### config.mk
export PLATFORM = sky130hd
export DESIGN_NAME = tile_board_ctrl
export DESIGN_NICKNAME = d
export VERILOG_FILES = /design/src/rtl/tile_board_ctrl.sv
export SDC_FILE = /design/constraint.sdc
export NUM_CORES = 1
export LEC_CHECK = 0
export CAP_MARGIN = 20
export CORE_MARGIN = 10
export CORE_UTILIZATION = 50
export CTS_CLUSTER_SIZE = 16
export DETAILED_ROUTE_END_ITERATION = 10
export PLACE_DENSITY = 0.83
export SYNTH_ARGS = -nofsm -noshare
export SYNTH_HDL_FRONTEND = slang
export SYNTH_SLANG_ARGS = --single-unit
### constraint.sdc
create_clock -name clk100_in -period 3.7 [get_ports clk100_in]
set_input_delay 0.74 -clock clk100_in [delete_from_list [all_inputs] [get_ports clk100_in]]
set_output_delay 0.74 -clock clk100_in [all_outputs]
set_load 0.02 [all_outputs]
### src/rtl/tile_board_ctrl.sv
// tile_board_ctrl
// Board state machine for the 6x6 tile-matching game. Button presses move a
// wrapping cursor, pick tiles, remove matching pairs and start a timed blink
// on a mismatching pair. Tile index k = x*6 + y (x = column, y = row).
//
// Ports
//   clk100_in   in   1   system clock
//   rst_n_in    in   1   asynchronous active-low reset
//   btn_in      in   5   debounced button levels {select, right, left, down, up}
//   hidden_bus  out  36  bit k set: tile k removed
//   blink_bus   out  36  bit k set: tile k in mismatch blink
//   sel_bus     out  36  bit k set: selection border on tile k
//   pairs_left  out  5   unmatched pairs remaining
//   cleared     out  1   board empty
module tile_board_ctrl #(
  parameter int             BLINK_CYCLES = 100_000_000,
  parameter logic [179:0]   LAYOUT = {2{5'd17, 5'd16, 5'd15, 5'd14, 5'd13, 5'd12,
                                         5'd11, 5'd10, 5'd9,  5'd8,  5'd7,  5'd6,
                                         5'd5,  5'd4,  5'd3,  5'd2,  5'd1,  5'd0}}
) (
  input  logic        clk100_in,
  input  logic        rst_n_in,
  input  logic [4:0]  btn_in,
  output logic [35:0] hidden_bus,
  output logic [35:0] blink_bus,
  output logic [35:0] sel_bus,
  output logic [4:0]  pairs_left,
  output logic        cleared
);

  localparam int TW = (BLINK_CYCLES > 1) ? $clog2(BLINK_CYCLES) : 1;

  localparam logic [1:0] S_IDLE  = 2'd0;
  localparam logic [1:0] S_ONE   = 2'd1;
  localparam logic [1:0] S_BLINK = 2'd2;
  localparam logic [1:0] S_DONE  = 2'd3;

  logic [4:0]    r_btn_q;
  logic [1:0]    r_state;
  logic [2:0]    r_cx;
  logic [2:0]    r_cy;
  logic [5:0]    r_pick;
  logic [35:0]   r_hidden;
  logic [35:0]   r_blink;
  logic [35:0]   r_sel;
  logic [4:0]    r_pairs;
  logic          r_cleared;
  logic [TW-1:0] r_timer;

  logic [1:0]    w_state_next;
  logic [2:0]    w_cx_next;
  logic [2:0]    w_cy_next;
  logic [5:0]    w_pick_next;
  logic [35:0]   w_hidden_next;
  logic [35:0]   w_blink_next;
  logic [35:0]   w_sel_next;
  logic [4:0]    w_pairs_next;
  logic [TW-1:0] w_timer_next;

  logic [4:0]    w_press;
  logic          w_up;
  logic          w_down;
  logic          w_left;
  logic          w_right;
  logic          w_select;
  logic [5:0]    w_cur;
  logic [5:0]    w_cur_next;
  logic [35:0]   w_cur_oh;
  logic [35:0]   w_pick_oh;

  function automatic logic [4:0] tile_type(input logic [5:0] k);
    return LAYOUT[int'(k)*5 +: 5];
  endfunction

  // Rising edges only; a held button acts once.
  assign w_press = btn_in & ~r_btn_q;

  // Fixed priority: up > down > left > right > select; lower presses are dropped.
  assign w_up     = w_press[0];
  assign w_down   = w_press[1] & ~w_press[0];
  assign w_left   = w_press[2] & ~|w_press[1:0];
  assign w_right  = w_press[3] & ~|w_press[2:0];
  assign w_select = w_press[4] & ~|w_press[3:0];

  assign w_cur     = {3'b000, r_cx} * 6'd6 + {3'b000, r_cy};
  assign w_cur_oh  = 36'd1 << w_cur;
  assign w_pick_oh = 36'd1 << r_pick;

  always_comb begin
    w_state_next  = r_state;
    w_cx_next     = r_cx;
    w_cy_next     = r_cy;
    w_pick_next   = r_pick;
    w_hidden_next = r_hidden;
    w_blink_next  = r_blink;
    w_pairs_next  = r_pairs;
    w_timer_next  = r_timer;

    case (r_state)
      S_IDLE, S_ONE: begin
        if (w_up) begin
          w_cy_next = (r_cy == 3'd0) ? 3'd5 : r_cy - 3'd1;
        end else if (w_down) begin
          w_cy_next = (r_cy == 3'd5) ? 3'd0 : r_cy + 3'd1;
        end else if (w_left) begin
          w_cx_next = (r_cx == 3'd0) ? 3'd5 : r_cx - 3'd1;
        end else if (w_right) begin
          w_cx_next = (r_cx == 3'd5) ? 3'd0 : r_cx + 3'd1;
        end else if (w_select) begin
          if (r_state == S_IDLE) begin
            if (!r_hidden[w_cur]) begin
              w_pick_next  = w_cur;
              w_state_next = S_ONE;
            end
          end else if (w_cur == r_pick) begin
            w_state_next = S_IDLE;
          end else if (!r_hidden[w_cur]) begin
            if (tile_type(w_cur) == tile_type(r_pick)) begin
              w_hidden_next = r_hidden | w_cur_oh | w_pick_oh;
              w_pairs_next  = r_pairs - 5'd1;
              w_state_next  = (r_pairs == 5'd1) ? S_DONE : S_IDLE;
            end else begin
              w_blink_next = r_blink | w_cur_oh | w_pick_oh;
              w_timer_next = TW'(BLINK_CYCLES - 1);
              w_state_next = S_BLINK;
            end
          end
        end
      end
      S_BLINK: begin
        // Timer is loaded with N-1 so the blink lasts exactly N edges.
        if (r_timer == '0) begin
          w_blink_next = '0;
          w_state_next = S_IDLE;
        end else begin
          w_timer_next = r_timer - TW'(1);
        end
      end
      S_DONE: begin
        if (w_select) begin
          w_hidden_next = '0;
          w_pairs_next  = 5'd18;
          w_state_next  = S_IDLE;
        end
      end
      default: w_state_next = S_IDLE;
    endcase
  end

  // Selection border is computed from next-state values so it lands on the
  // same edge as the action that changes it.
  assign w_cur_next = {3'b000, w_cx_next} * 6'd6 + {3'b000, w_cy_next};

  always_comb begin
    w_sel_next = '0;
    if (w_state_next != S_DONE) begin
      w_sel_next = 36'd1 << w_cur_next;
      if (w_state_next == S_ONE) begin
        w_sel_next = w_sel_next | (36'd1 << w_pick_next);
      end
    end
  end

  always_ff @(posedge clk100_in or negedge rst_n_in) begin
    if (!rst_n_in) begin
      r_btn_q   <= '0;
      r_state   <= S_IDLE;
      r_cx      <= '0;
      r_cy      <= '0;
      r_pick    <= '0;
      r_hidden  <= '0;
      r_blink   <= '0;
      r_sel     <= 36'h1;
      r_pairs   <= 5'd18;
      r_cleared <= 1'b0;
      r_timer   <= '0;
    end else begin
      r_btn_q   <= btn_in;
      r_state   <= w_state_next;
      r_cx      <= w_cx_next;
      r_cy      <= w_cy_next;
      r_pick    <= w_pick_next;
      r_hidden  <= w_hidden_next;
      r_blink   <= w_blink_next;
      r_sel     <= w_sel_next;
      r_pairs   <= w_pairs_next;
      r_cleared <= (w_state_next == S_DONE);
      r_timer   <= w_timer_next;
    end
  end

  assign hidden_bus = r_hidden;
  assign blink_bus  = r_blink;
  assign sel_bus    = r_sel;
  assign pairs_left = r_pairs;
  assign cleared    = r_cleared;

endmodule
==> impl_results.html, run 1 <==
<table>
<tr><th>Metric</th><th>Value</th></tr>
<tr><th colspan="2">Setup path</th></tr>
<tr><td>Cell breakdown of the critical path</td><td>ha_2, inv_2, fa_2, buf_6, xnor2_4, a21oi_2, o311a_1, o211a_1, o2111a_2, o21a_1, buf_4, a31o_4, buf_6, buf_6, a32oi_2, nor2_1</td></tr>
<tr><td>Type of destination of the critical path</td><td>flip-flop</td></tr>
<tr><td>Slowest stage cell, crit path</td><td>sky130_fd_sc_hd__dfrtp_1</td></tr>
<tr><td>Cell occurring most often along the worst timing path</td><td>sky130_fd_sc_hd__buf_6</td></tr>
<tr><td>CP arrival</td><td>between 4 and 5 ns</td></tr>
<tr><td>Required time of the critical path</td><td>between 4 and 5 ns</td></tr>
<tr><td>Crit path max-delay family</td><td>compound AO/OA/AOI/OAI gates</td></tr>
<tr><td>Kind of start point of the critical path</td><td>flip-flop</td></tr>
<tr><td>Reg2reg setup slack</td><td>-0.17 ns</td></tr>
<tr><td>Maximum fanout count along the critical path</td><td>8</td></tr>
<tr><td>Largest stage delay, worst path</td><td>about 0.43 ns</td></tr>
<tr><td>Worst setup path class</td><td>reg -&gt; reg</td></tr>
<tr><td>WP buf/inv</td><td>5</td></tr>
<tr><th colspan="2">Run status</th></tr>
<tr><td>Violated checks</td><td>setup timing</td></tr>
<tr><td>Status</td><td>finished, violations left</td></tr>
<tr><th colspan="2">Cells and area</th></tr>
<tr><td>Filler cells</td><td>between 1000 and 1500</td></tr>
<tr><td>Final #Nets</td><td>1254</td></tr>
<tr><td>Count of antenna diodes in the layout</td><td>0</td></tr>
<tr><td>Synth-to-layout area growth</td><td>47.4%</td></tr>
<tr><td>Final instance count without filler cells</td><td>between 1000 and 1500</td></tr>
<tr><td>Ratio of cells with drive above 1 in the final layout</td><td>29.0%</td></tr>
<tr><td>Post-layout util</td><td>74.5%</td></tr>
<tr><th colspan="2">Route</th></tr>
<tr><td>Remaining antenna violation count</td><td>0</td></tr>
<tr><td>Initial DRC Count</td><td>1280</td></tr>
<tr><td>Average via count per standard cell</td><td>about 6.7</td></tr>
<tr><td>DR pass1 iterations</td><td>6</td></tr>
<tr><td>DR vias</td><td>around 9800</td></tr>
<tr><td>Total detailed-routing wirelength</td><td>36000 um</td></tr>
<tr><td>Residual DRC count</td><td>0</td></tr>
<tr><td>Routed wire per std cell</td><td>around 25 um</td></tr>
<tr><th colspan="2">Synthesis</th></tr>
<tr><td>Count of flip-flops with a built-in enable after synthesis</td><td>0</td></tr>
<tr><td>Seq/Total Area, Yosys</td><td>approximately 44%</td></tr>
<tr><td>Post-Synth Adder-Cell Area</td><td>slightly below 4%</td></tr>
<tr><td>Syn Inst Count</td><td>roughly 1000</td></tr>
<tr><td>Main combinational cell family by area after synthesis</td><td>compound AO/OA/AOI/OAI gates</td></tr>
<tr><td>Post-synthesis xor/xnor area fraction</td><td>under 10%</td></tr>
<tr><td>Unique masters post-synth</td><td>71</td></tr>
<tr><td>Post-synthesis net count</td><td>a little over 1000</td></tr>
<tr><td>Number of flip-flops and latches in the synthesized netlist</td><td>160</td></tr>
<tr><td>Primary flip-flop cell chosen by synthesis mapping</td><td>sky130_fd_sc_hd__dfrtp_1</td></tr>
<tr><td>Average cell area after synthesis</td><td>a little over 9 um^2</td></tr>
<tr><td>Synthesis warning total</td><td>0</td></tr>
<tr><td>Fraction of synthesis flops using an asynchronous set or reset pin</td><td>100%</td></tr>
<tr><td>Top post-synthesis cells by area</td><td>sky130_fd_sc_hd__dfrtp_1, sky130_fd_sc_hd__nor2_1, sky130_fd_sc_hd__a21oi_1</td></tr>
<tr><td>Area share of the leading cell type in the synthesized netlist</td><td>a little over two fifths</td></tr>
<tr><td>Fraction of synthesized area in multiplexers</td><td>under 10%</td></tr>
<tr><td>Post-synthesis instance area</td><td>~9000 um^2</td></tr>
<tr><td>Share of the synthesized area in compound gates (AO/OA/AOI/OAI)</td><td>22.7%</td></tr>
<tr><td>Cell type with the highest aggregate area in the netlist</td><td>sky130_fd_sc_hd__dfrtp_1</td></tr>
<tr><td>Synthesized-area fraction occupied by and/or/nand/nor cells</td><td>approximately a fifth</td></tr>
<tr><th colspan="2">STA</th></tr>
<tr><td>Fin. max-slew vios</td><td>0</td></tr>
<tr><td>Maximum clock skew at final layout</td><td>between 0.009 and 0.01 ns</td></tr>
<tr><td>Unrepaired setup endpoints after global routing</td><td>true</td></tr>
<tr><td>Setup tns final</td><td>-2.07 ns</td></tr>
<tr><td>Final hold slack</td><td>roughly 0.32 ns</td></tr>
<tr><td>Transition time at the pin with the least slew margin</td><td>~0.73 ns</td></tr>
<tr><td>Period utilization</td><td>105%</td></tr>
<tr><td>Setup ws final</td><td>-0.172 ns</td></tr>
<tr><td>Maximum clock frequency</td><td>258 MHz</td></tr>
<tr><td>Time the worst path needs with I/O delays and setup</td><td>3.87 ns</td></tr>
<tr><td>Slew Limit Headroom</td><td>around half</td></tr>
<tr><td>Number of failing hold endpoints at the final stage</td><td>0</td></tr>
<tr><td>Final setup violating endpoints</td><td>57</td></tr>
<tr><th colspan="2">Placed design</th></tr>
<tr><td>Placed Cells incl. Taps</td><td>around 1400</td></tr>
<tr><td>GP Congestion</td><td>between 1 and 1.5</td></tr>
<tr><td>Number of I/O port buffers</td><td>120</td></tr>
<tr><td>Placed wire-length estimate</td><td>roughly 21000 um</td></tr>
<tr><th colspan="2">Clock network</th></tr>
<tr><td>Number of clock buffers inserted by TritonCTS</td><td>17</td></tr>
<tr><td>Hold_buf cts</td><td>0</td></tr>
<tr><td>Cell chosen for the clock root</td><td>sky130_fd_sc_hd__clkbuf_16</td></tr>
<tr><td>Clock H-tree levels</td><td>4</td></tr>
<tr><td>Number of clock sinks seen by CTS</td><td>160</td></tr>
<tr><td>Number of buffers between clock root and the deepest sink</td><td>2</td></tr>
<tr><td>Post-CTS clock slew at the launch and capture registers of the worst setup and hold paths</td><td>around 0.080 ns</td></tr>
<tr><td>TritonCTS clock tree</td><td>yes</td></tr>
<tr><td>Clock latency on the worst-skew pair</td><td>roughly 0.45 ns</td></tr>
<tr><th colspan="2">Power</th></tr>
<tr><td>NetSw</td><td>about 7000 uW</td></tr>
<tr><td>Clock network power share</td><td>between 10 and 15%</td></tr>
<tr><td>Proportion of total power due to net switching</td><td>49.4%</td></tr>
<tr><td>Maximum VDD drop</td><td>around 0.62 mV</td></tr>
<tr><td>Power density cells</td><td>1060 nW/um^2</td></tr>
<tr><td>Power share of the combinational group</td><td>approximately two thirds</td></tr>
<tr><td>Internal Dissipation</td><td>7130 uW</td></tr>
<tr><td>Part of the power in registers</td><td>a little under a fifth</td></tr>
<tr><td>Total design power</td><td>around 14000 uW</td></tr>
<tr><td>Leak Pwr</td><td>between 0.005 and 0.006 uW</td></tr>
<tr><th colspan="2">Die</th></tr>
<tr><td>DIE AREA</td><td>23900 um^2</td></tr>
<tr><td>Initial core utilization</td><td>between 50% and 60%</td></tr>
<tr><td>Chip Width</td><td>roughly 150 um</td></tr>
<tr><td># rows</td><td>49</td></tr>
<tr><td>Area of the core</td><td>about 18000 um^2</td></tr>
<tr><td>Die H</td><td>155 um</td></tr>
<tr><td>Number of top-level pins</td><td>~120</td></tr>
<tr><th colspan="2">Job</th></tr>
<tr><td>Count of max-cap constraint violations</td><td>0</td></tr>
<tr><th colspan="2">Global routing</th></tr>
<tr><td>First-pass GRT wire length</td><td>48300 um</td></tr>
<tr><td>Pin count of the biggest net entering global routing</td><td>76</td></tr>
<tr><td>Remaining Overflow, GRT</td><td>0</td></tr>
<tr><td>Initial antenna violation count</td><td>0</td></tr>
<tr><td>Total routing usage reported by global routing</td><td>24.7%</td></tr>
<tr><td>Via count of the first global-routing pass</td><td>just under 9000</td></tr>
<tr><th colspan="2">Min path</th></tr>
<tr><td>Worst min path class</td><td>in -&gt; async</td></tr>
</table>
cell usage in the layout, fill, tap and decap left out, types with 19 or more instances in the layout:
| cell type | Yosys | layout |
|---|---|---|
| sky130_fd_sc_hd__a21oi_1 | 102 | 81 |
| sky130_fd_sc_hd__a32oi_1 | 36 | 19 |
| sky130_fd_sc_hd__o21ai_0 | 41 | 27 |
| sky130_fd_sc_hd__a31oi_1 | 43 | 43 |
| sky130_fd_sc_hd__or3_1 | 24 | 21 |
| sky130_fd_sc_hd__clkbuf_16 | 0 | 24 |
| sky130_fd_sc_hd__nand3_1 | 22 | 21 |
| sky130_fd_sc_hd__clkdlybuf4s50_1 | 0 | 117 |
| sky130_fd_sc_hd__buf_6 | 5 | 25 |
| sky130_fd_sc_hd__o22ai_1 | 35 | 34 |
| sky130_fd_sc_hd__ha_1 | 23 | 19 |
| sky130_fd_sc_hd__nor2_2 | 0 | 20 |
| sky130_fd_sc_hd__nand2_1 | 51 | 47 |
| sky130_fd_sc_hd__dfrtp_1 | 157 | 157 |
| sky130_fd_sc_hd__inv_1 | 24 | 22 |
| sky130_fd_sc_hd__nor2_1 | 141 | 107 |
| sky130_fd_sc_hd__buf_4 | 2 | 109 |
worst reg2reg max path, cell delays in order, from the launching register on:
cell and delay, ns:
sky130_fd_sc_hd__dfrtp_1 0.43, sky130_fd_sc_hd__ha_2 0.22, sky130_fd_sc_hd__inv_2 0.04, sky130_fd_sc_hd__fa_2 0.37, sky130_fd_sc_hd__buf_6 0.14, sky130_fd_sc_hd__xnor2_4 0.37, sky130_fd_sc_hd__a21oi_2 0.11, sky130_fd_sc_hd__o311a_1 0.35
sky130_fd_sc_hd__o211a_1 0.22, sky130_fd_sc_hd__o2111a_2 0.29, sky130_fd_sc_hd__o21a_1 0.21, sky130_fd_sc_hd__buf_4 0.14, sky130_fd_sc_hd__a31o_4 0.27, sky130_fd_sc_hd__buf_6 0.13, sky130_fd_sc_hd__buf_6 0.12, sky130_fd_sc_hd__a32oi_2 0.22
sky130_fd_sc_hd__nor2_1 0.12
final cells by class:
| cell class | instances | area (um^2) | share of cell area (%) |
|---|---|---|---|
| clock buffer | 17 | 425 | 3.19 |
| clock inverter | 15 | 190 | 1.43 |
| inverter | 25 | 93.8 | 0.704 |
| multi-input combinational | 737 | 5480 | 41.1 |
| sequential | 160 | 4010 | 30.1 |
| tap | 229 | 287 | 2.15 |
| timing repair buffer | 280 | 2850 | 21.3 |
power groups by stage:
stage | sequential (uW) | combinational [uW] | clock [uW]
CTS | 2580 | 7580 | 1820
global placement | 2590 | 7050 | 0
floorplan | 2880 | 3860 | 0
detailed placement | 2600 | 7180 | 0
global route | 2670 | 10100 | 1900
finish | 2620 | 9660 | 1820
cells in the mapped netlist (all sizes together) (24+ instances only):
cell	n
dfrtp	157
nor3	26
nand2	51
nor2	141
a21oi	103
or3	25
a31oi	43
clkbuf	48
o21ai	44
inv	24
o22ai	35
a32oi	36
metrics by stage:
stage               area [um^2]  setup WS [ns]
finish                    13300         -0.172
global route              13300         -0.326
CTS                       12100        0.00966
detailed placement        11200         -0.537
global placement          11200         -0.420
floorplan                  9060         0.0307
layer usage:
metal  global-route usage [%]  part of all wire [%]  vias up
met4                     9.54                   5.5        0
met5                        0                     0        -
met1                     30.7                    37     4748
met2                     39.5                    47      690
met3                     7.32                    10      196
li1                         -                     -     4153
final timing paths:
path | startpoint | to | cells after the start
hold reg to reg | r_timer[2] | r_timer[2] | 1
max in group asynchronous | rst_n_in | sel_bus[0] | 2
min in group clk100_in | btn_in[0] | r_btn_q[0] | 1
setup / recovery | r_cx[0] | sel_bus[26] | 16
setup reg to reg | r_cx[0] | sel_bus[26] | 16
hold / removal | rst_n_in | blink_bus[27] | 1
flip-flops by register name (all words and copies together) (netlist names):
name        flops
r_state         2
r_pick          6
r_cx            3
r_timer        27
hidden_bus     36
blink_bus      36
cleared         1
pairs_left      5
r_cy            3
sel_bus        36
r_btn_q         5
logic make-up (layout without fill, tap and decap cells):
family | after synthesis | count (layout)
AND/OR/NAND/NOR | 346 | 347
multiplexers | 24 | 24
AO/OA/AOI/OAI | 321 | 321
adder cells (fa/ha/maj) | 26 | 26
XOR/XNOR | 19 | 19
buffers and inverters | 95 | 337
flip-flops | 160 | 160
what timing repair did:
| action | 4_1_cts | 5_1_grt |
|---|---|---|
| gates resized for setup | 35 | 186 |
| buffers inserted | 6 | 29 |
| pin swaps | 6 | 61 |
| cloned | 1 | 12 |
| setup endpoints to repair | 137 | 133 |
Power figures use the tool's default switching activity.
==> run 2, diff against run 1 <==
- ABC_CLOCK_PERIOD_IN_PS: unset -> 3700
==> results of run 2 <==
No change in the layout: final DEF, timing and power equal those of run 1.
==> run 3, diff against run 2 <==
- CORE_MARGIN: 10 -> 2
==> run 3 against run 2 <==
  * Core utilization is 4.0 points lower
  * Final cell count is 2.0% lower
  * Count of clock-buffer cells in the layout stayed put
  * The flow still finishes with violations (setup timing)
  * Largest cell class unchanged
  * Register-to-register slack worse by 0.04 ns
  * Non-clock buffer count is 29 lower
  * Sequential cell count stayed put
  * Critical endpoint is now sel_bus[11]
  * First-iteration DRC count is 25% lower
==> impl_results.html, run 3 (synthesized netlist as in run 1, its figures left out) <==
<table>
<tr><th>Metric</th><th>Value</th></tr>
<tr><th colspan="2">Placed design</th></tr>
<tr><td>Placement-stage worst setup slack</td><td>-0.522 ns (was -0.537 ns)</td></tr>
<tr><td>Number of I/O port buffers</td><td>120 (unchanged)</td></tr>
<tr><td>GP Congestion</td><td>0.981 (was 1.02)</td></tr>
<tr><td>Placed wire-length estimate</td><td>19100 um (was 20800 um)</td></tr>
<tr><th colspan="2">Setup path</th></tr>
<tr><td>Maximum fanout count along the critical path</td><td>16 (was 8)</td></tr>
<tr><td>Slowest stage cell, crit path</td><td>sky130_fd_sc_hd__fa_2 (was sky130_fd_sc_hd__dfrtp_1)</td></tr>
<tr><td>WP buf/inv</td><td>4 (was 5)</td></tr>
<tr><td>Kind of start point of the critical path</td><td>flip-flop (unchanged)</td></tr>
<tr><td>Crit path max-delay family</td><td>simple AND/OR/NAND/NOR gates (was compound AO/OA/AOI/OAI gates)</td></tr>
<tr><td>Required time of the critical path</td><td>4.05 ns (was 4.02 ns)</td></tr>
<tr><td>Reg-to-Reg Start</td><td>r_cx[0] (unchanged)</td></tr>
<tr><td>Worst setup path class</td><td>reg -&gt; reg (unchanged)</td></tr>
<tr><td>Largest stage delay, worst path</td><td>0.48 ns (was 0.43 ns)</td></tr>
<tr><td>Cell breakdown of the critical path</td><td>ha_2, inv_2, fa_2, xor2_4, buf_4, nor4_1, nor2_1, buf_4, o21ai_1, o22ai_1, nor2_1, buf_4, a32oi_1, nor2_1 (was ha_2, inv_2, fa_2, buf_6, xnor2_4, a21oi_2, o311a_1, o211a_1, o2111a_2, o21a_1, buf_4, a31o_4, buf_6, buf_6, a32oi_2, nor2_1)</td></tr>
<tr><td>Worst flop-to-flop path endpoint</td><td>sel_bus[11] (was sel_bus[26])</td></tr>
<tr><td>Reg2reg setup slack</td><td>-0.21 ns (was -0.17 ns)</td></tr>
<tr><td>Type of destination of the critical path</td><td>flip-flop (unchanged)</td></tr>
<tr><td>Path depth of the worst reg2reg path</td><td>14 (was 16)</td></tr>
<tr><td>CP arrival</td><td>4.27 ns (was 4.19 ns)</td></tr>
<tr><th colspan="2">Cells and area</th></tr>
<tr><td>Ratio of cells with drive above 1 in the final layout</td><td>23.9% (was 29.0%)</td></tr>
<tr><td>Filler cells</td><td>1247 (was 1164)</td></tr>
<tr><td>Highest-count cells in the layout ignoring fill and taps</td><td>sky130_fd_sc_hd__dfrtp_1, sky130_fd_sc_hd__nor2_1, sky130_fd_sc_hd__clkdlybuf4s50_1 (was sky130_fd_sc_hd__dfrtp_1, sky130_fd_sc_hd__clkdlybuf4s50_1, sky130_fd_sc_hd__buf_4)</td></tr>
<tr><td>Area of combinational cells with multiple inputs</td><td>5160 um^2 (was 5480 um^2)</td></tr>
<tr><td>Most common cell after layout, fill and taps aside</td><td>sky130_fd_sc_hd__dfrtp_1 (unchanged)</td></tr>
<tr><td>Final #Nets</td><td>1225 (was 1254)</td></tr>
<tr><td>Synth-to-layout area growth</td><td>39.0% (was 47.4%)</td></tr>
<tr><td>Post-layout util</td><td>70.5% (was 74.5%)</td></tr>
<tr><td>Count of antenna diodes in the layout</td><td>0 (unchanged)</td></tr>
<tr><td>Area taken by flip-flops and latches</td><td>4010 um^2 (about the same)</td></tr>
<tr><th colspan="2">Clock network</th></tr>
<tr><td>TritonCTS clock tree</td><td>yes (unchanged)</td></tr>
<tr><td>Number of clock sinks seen by CTS</td><td>160 (unchanged)</td></tr>
<tr><td>Number of buffers between clock root and the deepest sink</td><td>2 (unchanged)</td></tr>
<tr><td>Cell chosen for the clock root</td><td>sky130_fd_sc_hd__clkbuf_16 (unchanged)</td></tr>
<tr><td>Clock latency on the worst-skew pair</td><td>0.44 ns (was 0.45 ns)</td></tr>
<tr><td>Post-CTS clock slew at the launch and capture registers of the worst setup and hold paths</td><td>0.07 ns (was 0.08 ns)</td></tr>
<tr><td>Clock H-tree levels</td><td>4 (unchanged)</td></tr>
<tr><td>Hold_buf cts</td><td>0 (unchanged)</td></tr>
<tr><td>Number of clock buffers inserted by TritonCTS</td><td>17 (unchanged)</td></tr>
<tr><th colspan="2">Route</th></tr>
<tr><td>DR vias</td><td>9355 (was 9787)</td></tr>
<tr><td>Residual DRC count</td><td>0 (unchanged)</td></tr>
<tr><td>Total detailed-routing wirelength</td><td>29900 um (was 36000 um)</td></tr>
<tr><td>Initial DRC Count</td><td>966 (was 1280)</td></tr>
<tr><td>Remaining antenna violation count</td><td>0 (unchanged)</td></tr>
<tr><td>DR pass1 iterations</td><td>9 (was 6)</td></tr>
<tr><td>Average via count per standard cell</td><td>6.52 (was 6.69)</td></tr>
<tr><td>Routed wire per std cell</td><td>20.9 um (was 24.6 um)</td></tr>
<tr><th colspan="2">Global routing</th></tr>
<tr><td>Via count of the first global-routing pass</td><td>8496 (was 8887)</td></tr>
<tr><td>Initial antenna violation count</td><td>0 (unchanged)</td></tr>
<tr><td>First-pass GRT wire length</td><td>44400 um (was 48300 um)</td></tr>
<tr><td>Pin count of the biggest net entering global routing</td><td>92 (was 76)</td></tr>
<tr><td>Remaining Overflow, GRT</td><td>0 (unchanged)</td></tr>
<tr><td>Total routing usage reported by global routing</td><td>28.5% (was 24.7%)</td></tr>
<tr><th colspan="2">Die</th></tr>
<tr><td>Number of top-level pins</td><td>121 (unchanged)</td></tr>
<tr><td># rows</td><td>49 (unchanged)</td></tr>
<tr><td>DIE AREA</td><td>19200 um^2 (was 23900 um^2)</td></tr>
<tr><td>Chip Width</td><td>139 um (was 155 um)</td></tr>
<tr><td>Area of the core</td><td>17800 um^2 (was 17900 um^2)</td></tr>
<tr><td>Die H</td><td>139 um (was 155 um)</td></tr>
<tr><td>Initial core utilization</td><td>50.7% (was 50.5%)</td></tr>
<tr><th colspan="2">Run status</th></tr>
<tr><td>Status</td><td>finished, violations left (unchanged)</td></tr>
<tr><td>Violated checks</td><td>setup timing (unchanged)</td></tr>
<tr><th colspan="2">STA</th></tr>
<tr><td>Maximum clock skew at final layout</td><td>0.00999 ns (was 0.00987 ns)</td></tr>
<tr><td>Transition time at the pin with the least slew margin</td><td>0.608 ns (was 0.726 ns)</td></tr>
<tr><td>Unrepaired setup endpoints after global routing</td><td>true (unchanged)</td></tr>
<tr><td>Period utilization</td><td>106% (was 105%)</td></tr>
<tr><td>Slew Limit Headroom</td><td>58.9% (was 51.6%)</td></tr>
<tr><td>Setup ws final</td><td>-0.213 ns (was -0.172 ns)</td></tr>
<tr><td>Maximum clock frequency</td><td>256 MHz (was 258 MHz)</td></tr>
<tr><td>Setup tns final</td><td>-1.61 ns (was -2.07 ns)</td></tr>
<tr><td>Fin. max-slew vios</td><td>0 (unchanged)</td></tr>
<tr><td>Number of failing hold endpoints at the final stage</td><td>0 (unchanged)</td></tr>
<tr><td>Time the worst path needs with I/O delays and setup</td><td>3.91 ns (was 3.87 ns)</td></tr>
<tr><td>Final setup violating endpoints</td><td>18 (was 57)</td></tr>
<tr><th colspan="2">Power</th></tr>
<tr><td>Leak Pwr</td><td>0.00537 uW (was 0.00568 uW)</td></tr>
<tr><td>Power density cells</td><td>1040 nW/um^2 (was 1060 nW/um^2)</td></tr>
<tr><td>Maximum VDD drop</td><td>0.597 mV (was 0.619 mV)</td></tr>
<tr><td>Total design power</td><td>13000 uW (was 14100 uW)</td></tr>
<tr><th colspan="2">Min path</th></tr>
<tr><td>Worst min path class</td><td>in -&gt; async (unchanged)</td></tr>
<tr><th colspan="2">Job</th></tr>
<tr><td>Count of max-cap constraint violations</td><td>0 (unchanged)</td></tr>
</table>
==> run 3: changes by cell type in the layout (fill, tap and decap cells not counted), sizes merged <==
| cell | change |
|---|---|
| clkinvlp | +2 |
| clkinv | -7 |
| clkbuf | -5 |
| buf | -24 |
| bufinv | +1 |
| nor2 | -1 |
| inv | +4 |
| o221a | +1 |
==> run 3: report_power, final <==
group | switching (uW) | internal, uW | leakage [uW]
Clock | 833 | 962 | 0.000290
Sequential | 416 | 2220 | 0.00212
Combinational | 4970 | 3620 | 0.00296
==> run 3: how the worst max path moves through the flow <==
| stage | slack (ns) | from | endpoint | cells past startpoint |
|---|---|---|---|---|
| 6_report | -0.21 | r_cx[0] | sel_bus[11] | 14 |
| 5_1_grt | -0.18 | r_cx[0] | sel_bus[11] | 14 |
| 4_1_cts | 0.002 | r_cx[1] | r_timer[8] | 15 |
| 3_5_place_dp | -0.52 | btn_in[0] | sel_bus[3] | 15 |
| 3_3_place_gp | -0.38 | btn_in[0] | sel_bus[27] | 16 |
| 2_1_floorplan | 0.03 | r_cx[1] | sel_bus[16] | 13 |
==> run 3: final cells by class <==
class | instances | share of cell area [%]
inverters | 25 | 0.826
clock buffers | 17 | 3.38
clock inverters | 15 | 1.31
well taps | 229 | 2.28
repair buffers | 251 | 19.3
flip-flops and latches | 160 | 31.9
multi-input cells | 737 | 41.1
==> run 3: layer usage <==
metal	up-vias	GRT usage (%)	part of all wire, %
met3	129	5.75	9.4
met5	-	0	0
met1	4477	38.7	39
met2	655	45.0	47
met4	0	11.9	4.4
li1	4094	-	-
==> run 3: what timing repair did <==
action / CTS / global route
setup endpoints to repair: 55 / 141
cloned: 0 / 3
gates resized for setup: 19 / 114
buffers inserted: 1 / 25
pin swaps: 1 / 39
==> run 3: metrics by stage <==
step	hold slack (ns)	instances	instance area, um^2
final	0.208	1434	12600
after global routing	0.228	1434	12600
after CTS	0.212	1408	11900
after detailed placement	0.483	1375	11200
after global placement	0.479	1375	11200
after floorplan	0.444	991	9060
